**src/rtl/clock_divider_multi.sv**
```systemverilog
// clock_divider_multi: CHANNELS runtime-programmable 50% duty clock dividers with tick strobes.
// Defining CLKDIV_SYNC_EN adds a sync input that realigns every channel at once.
module clock_divider_multi #(
    parameter int CHANNELS    = 4,
    parameter int DIV_W       = 24,
    parameter int CLK_FREQ    = 12_000_000,
    parameter int DEFAULT_HZ  = 1,
    parameter int DEFAULT_DIV = CLK_FREQ / (2 * DEFAULT_HZ),
    localparam int CW = (CHANNELS > 1) ? $clog2(CHANNELS) : 1
) (
    input  logic                clk,
    input  logic                rst,
    input  logic [CHANNELS-1:0] en,
    input  logic                cfg_valid,
    output logic                cfg_ready,
    input  logic [CW-1:0]       cfg_chan,
    input  logic [DIV_W-1:0]    cfg_div,
    output logic [CHANNELS-1:0] clk_out,
    output logic [CHANNELS-1:0] tick
`ifdef CLKDIV_SYNC_EN
    ,
    input  logic                sync
`endif
);
    localparam int PW = 2 ** CW;
    logic [CHANNELS-1:0] pend;
    logic [PW-1:0]       pend_x;
    logic                accept;
    // Channel indices past CHANNELS read as never pending, so they are accepted and dropped.
    assign pend_x    = PW'(pend);
    assign cfg_ready = ~pend_x[cfg_chan] & ~rst;
    assign accept    = cfg_valid & cfg_ready;
    for (genvar k = 0; k < CHANNELS; k++) begin : g_ch
        logic [DIV_W-1:0] act_q, act_d, shd_q, shd_d, cnt_q, cnt_d;
        logic             pend_q, pend_d, clk_q, clk_d, tick_q, tick_d, run, wrap;
        assign run  = en[k] & (act_q != '0);
        assign wrap = run & (cnt_q == act_q - DIV_W'(1));
        always_comb begin
            act_d  = act_q;
            shd_d  = shd_q;
            pend_d = pend_q;
            cnt_d  = run ? (wrap ? '0 : cnt_q + DIV_W'(1)) : cnt_q;
            clk_d  = clk_q ^ wrap;
            tick_d = wrap;
            // A pending divisor lands on a half-period boundary or whenever the channel is idle.
            if (pend_q & (wrap | ~run)) begin
                act_d  = shd_q;
                pend_d = 1'b0;
                cnt_d  = '0;
            end
`ifdef CLKDIV_SYNC_EN
            if (sync) begin
                cnt_d  = '0;
                clk_d  = 1'b0;
                tick_d = 1'b0;
                if (pend_q) begin
                    act_d  = shd_q;
                    pend_d = 1'b0;
                end
            end
`endif
            if (accept && cfg_chan == CW'(k)) begin
                shd_d  = cfg_div;
                pend_d = 1'b1;
            end
        end
        always_ff @(posedge clk) begin
            if (rst) begin
                act_q  <= DIV_W'(DEFAULT_DIV);
                shd_q  <= '0;
                pend_q <= 1'b0;
                cnt_q  <= '0;
                clk_q  <= 1'b0;
                tick_q <= 1'b0;
            end else begin
                act_q  <= act_d;
                shd_q  <= shd_d;
                pend_q <= pend_d;
                cnt_q  <= cnt_d;
                clk_q  <= clk_d;
                tick_q <= tick_d;
            end
        end
        assign pend[k]    = pend_q;
        assign clk_out[k] = clk_q;
        assign tick[k]    = tick_q;
    end
endmodule

```
**config.mk**
```make
export PLATFORM = sky130hd
export DESIGN_NAME = clock_divider_multi
export DESIGN_NICKNAME = d
export VERILOG_FILES = /design/src/rtl/clock_divider_multi.sv
export SDC_FILE = /design/constraint.sdc
export NUM_CORES = 1
export LEC_CHECK = 0
export BUFFER_PORTS_ARGS = -buffer_cell sky130_fd_sc_hd__buf_2
export CAP_MARGIN = 20
export CORE_UTILIZATION = 68
export CTS_CLUSTER_SIZE = 24
export DETAILED_ROUTE_END_ITERATION = 6
export HOLD_SLACK_MARGIN = 0.02
export PLACE_DENSITY = 0.86
export SLEW_MARGIN = 20
export SYNTH_ARGS = -nofsm -noshare
export SYNTH_HDL_FRONTEND = slang
export SYNTH_SLANG_ARGS = --single-unit
```
**constraint.sdc**
```tcl
create_clock -name clk -period 10.2 [get_ports clk]
set_clock_uncertainty 0.2 [all_clocks]
set_input_delay 1.02 -clock clk [delete_from_list [all_inputs] [get_ports clk]]
set_output_delay 1.02 -clock clk [all_outputs]
set_load 0.02 [all_outputs]
```
==> summary.txt <==
Outcome
  • Status: complete, no violations

Yosys
  • Post-synthesis sequential area ratio: 37.2%
  • Asr flop ratio synth: 0%
  • Post-synth EDFFs: 0
  • Post-Syn Instances: 2061
  • Cell taking the most area after synthesis: dfxtp_1
  • Post-synth cell types: 74
  • Post-synth top flop: dfxtp_1
  • Synth area leaders: dfxtp_1 (37%), nand2_1 (8.5%), xnor2_1 (5.5%)
  • Synth top area share: 37.2%
  • Yosys warning count: 0
  • Mapped Area: 0.0161 sq mm
  • Flops & latches, synth: 300
  • Syn Area/Cell: 7.83 sq um
  • Syn Nets: 2106

CTS
  • Clk slew on worst S/H paths: 0.06 ns
  • CTS tree: done
  • Hold Buf Count CTS: 0
  • Clk_lat worst skew: 0.58 ns
  • CTS resizes: 0
  • Max clock buf depth: 3
  • H-tree levels: 1
  • Clock tree sinks: 300
  • Total CTS buffers: 31
  • CTS root buffer: clkbuf_16
  • Post-CTS Repair Setup Buffers: 0

Power and ir drop
  • LEAKAGE: 6.23 nW
  • Switch share: 23.0%
  • Power Dens Cells: 143 mW/mm^2
  • Sw power: 0.572 mW
  • Internal power: 1.91 mW
  • Sequential share of power: 48.3%
  • Clock share of power: 47.2%
  • Max VDD drop: 0.144 mV
  • Power share of the combinational group: 4.5%

Worst setup path
  • Gate family responsible for the most delay along the worst path: simple AND/OR/NAND/NOR gates
  • Critical path origin: g_ch[1].act_q[0]$_SDFFE_PP0P_
  • Buf/Inv on CP: 1
  • Critical-path cell list: inv_1 > ha_1 > nor3b_1 > nand4_1 > or4_1 > a2111oi_0 > nand4_1 > nor3_2 > o21a_1 > o211ai_1
  • CP Launch Type: flip-flop
  • CP max stage cell: nor3_2
  • Worst path required time: 10.39 ns
  • CP Class: reg -> reg
  • CP Data Arrival Time: 4.47 ns
  • Worst reg2reg startpoint: g_ch[1].act_q[0]$_SDFFE_PP0P_
  • Nature of the critical path endpoint: flip-flop
  • CP Max Fanout: 12
  • Most used cell along the critical path: nand4_1
  • Crit-path max cell delay: 0.64 ns

STA
  • Final Hold Fails: 0
  • RSZ-0062 raised after global routing: false
  • Fin crit share: 42.0%
  • Max_slew headroom: 24.2%
  • Final setup viols: 0
  • Fin. max-slew vios: 0
  • Fin crit period: 4.28 ns
  • Slew of the pin with the lowest slew margin: 1.13 ns
  • Setup TNS: 0 ns
  • Fmax: 0.234 GHz
  • Worst Slack Setup Final: 5.92 ns

Final layout
  • Fillers: 1742
  • FF/Latch Area: 0.00601 sq mm
  • Area of the multi-input gates: 0.00936 sq mm
  • Cell Count, Final, Fillers Out: 2343
  • P&R area growth vs syn: 7.37%
  • Fin nets: 2052
  • Layout cells sized above 1: 6.65%
  • Diodes inserted: 0

Placed design
  • Port Buffer Count: 41
  • RD Place Congestion: 0.922
  • Inst Count DP: 2287
  • HPWL Detailed: 28.3 mm
  • Pre-CTS setup slack: 5.68 ns

Worst hold path
  • Hold_sp: g_ch[1].shd_q[5]$_SDFFE_PP0P_
  • Worst hold path class: reg -> reg

Global route
  • Tot GR Track Use: 33.7%
  • Number of global-route vias before repair: 13579
  • Largest net degree at the start of global routing: 77
  • Overflow after GRT: 0
  • First-pass GRT wire length: 66.7 mm
  • Initial antenna violation count: 0

Detailed routing
  • Number of nets with antenna violations after routing: 0
  • DRC violations left: 0
  • DRT Wirelength: 41.1 mm
  • Drt pass-1 iters: 6
  • Initial detailed-routing violation count: 1319
  • Via count: 14577
  • Via density: 6.22
  • Drt wl/cell: 17.6 microns

Floorplanning
  • Die extent in x: 156 microns
  • Row cnt: 55
  • Full die area: 0.0243 sq mm
  • Initial core utilization: 70.2%
  • DIE HEIGHT: 156 microns
  • Ports: 42
  • Core Area: 0.0230 sq mm

Run
  • Max-Cap Viols: 0
per-stage QoR:
stage | util (%) | instance area [sq um] | hold slack [ns] | power [mW]
after floorplan | - | 16100 | 0.232 | 1.29
after global placement | 70.7 | 16200 | 0.239 | 1.33
after detailed placement | 70.7 | 16200 | 0.243 | 1.33
after CTS | 75.3 | 17300 | 0.251 | 2.49
after global routing | 75.4 | 17300 | 0.269 | 2.54
final | 75.4 | 17300 | 0.251 | 2.48
worst paths after layout:
kind	endpoint	slack [ns]	cells after the start
hold reg to reg	g_ch[1].shd_q[5]$_SDFFE_PP0P_	0.25	2
setup / recovery	g_ch[1].act_q[10]$_SDFFE_PP1P_	5.92	10
hold / removal	g_ch[1].shd_q[5]$_SDFFE_PP0P_	0.25	2
setup reg to reg	g_ch[1].act_q[10]$_SDFFE_PP1P_	5.92	10
cells in the final DEF (no fill, tap or decap), types with 12 or more instances in the layout:
cell type / n
nor4_1: 40
o311ai_0: 18
nor2_1: 205
nand2_1: 366
nor3b_1: 27
buf_4: 17
or4_1: 14
o211ai_1: 44
xor2_1: 96
xnor2_1: 101
dfxtp_1: 300
nand3_1: 62
a21oi_1: 154
and3_1: 63
nor3_1: 54
nand2b_1: 17
or3_1: 20
mux2i_1: 66
nand4_1: 44
clkbuf_16: 31
o21ai_0: 27
inv_1: 43
buf_2: 40
ha_1: 12
tightest hold or removal path, delay by kind of cell (launching register included):
family | cells | cell delay [ns]
AOI/OAI and AO/OA | 1 | 0.05
DFF | 1 | 0.30
and+or+nand+nor | 1 | 0.05
logic make-up (layout without fill, tap and decap cells):
family	Yosys count	in the layout	synth area share, %
AND/OR/NAND/NOR	976	976	29.3
flip-flops	300	300	37.2
AO/OA/AOI/OAI	317	317	12.3
buffers and inverters	189	158	4.99
multiplexers	68	68	4.30
XOR/XNOR	199	199	11.0
adder cells (fa/ha/maj)	12	12	0.931
Yosys cell counts, drive strengths merged (4+ instances only):
library cell,number
and2,9
nor3b,28
xor2,96
o31ai,6
nor4b,6
and3,63
nor2,205
xnor2,101
and4,4
nor3,55
dfxtp,300
o21ai,30
nand3b,9
ha,12
o211ai,44
buf,29
or3,20
nand2,366
a21oi,154
nand4,45
nand2b,17
a31oi,9
clkbuf,116
mux2i,66
nor4,44
o311ai,18
o21a,4
inv,44
nand3,62
a21o,5
nor2b,7
a41oi,4
a211o,5
or4,17
or4b,5
a211oi,7
flip-flops by register name, indices dropped and copies added, names as in the netlist:
register     flops
g_ch.pend_q      4
g_ch.clk_q       4
g_ch.act_q      96
g_ch.shd_q      96
g_ch.cnt_q      96
g_ch.tick_q      4
layout make-up:
cell class                 instances  share of cell area (%)
tap                              313                    2.26
inverter                          44                   0.961
clock buffer                      44                    5.28
clock inverter                    12                   0.852
multi-input combinational       1572                    54.0
timing repair buffer              58                    1.96
sequential                       300                    34.7
metal layers:
metal / track usage, % / vias up / share of wire, %
met1: 43.1 / 6961 / 42
met3: 5.22 / 110 / 7.2
met2: 57.4 / 464 / 47
met4: 12.5 / 0 / 3.7
li1: - / 7042 / -
met5: 0 / - / 0
power groups by stage:
stage | Sequential, mW | Clock (mW) | Combinational [mW]
after detailed placement | 1.22 | 0 | 0.108
after global routing | 1.20 | 1.22 | 0.120
after floorplan | 1.22 | 0 | 0.0730
final | 1.20 | 1.17 | 0.112
after global placement | 1.22 | 0 | 0.106
after CTS | 1.20 | 1.18 | 0.109
(Power assumes the default switching activity.)
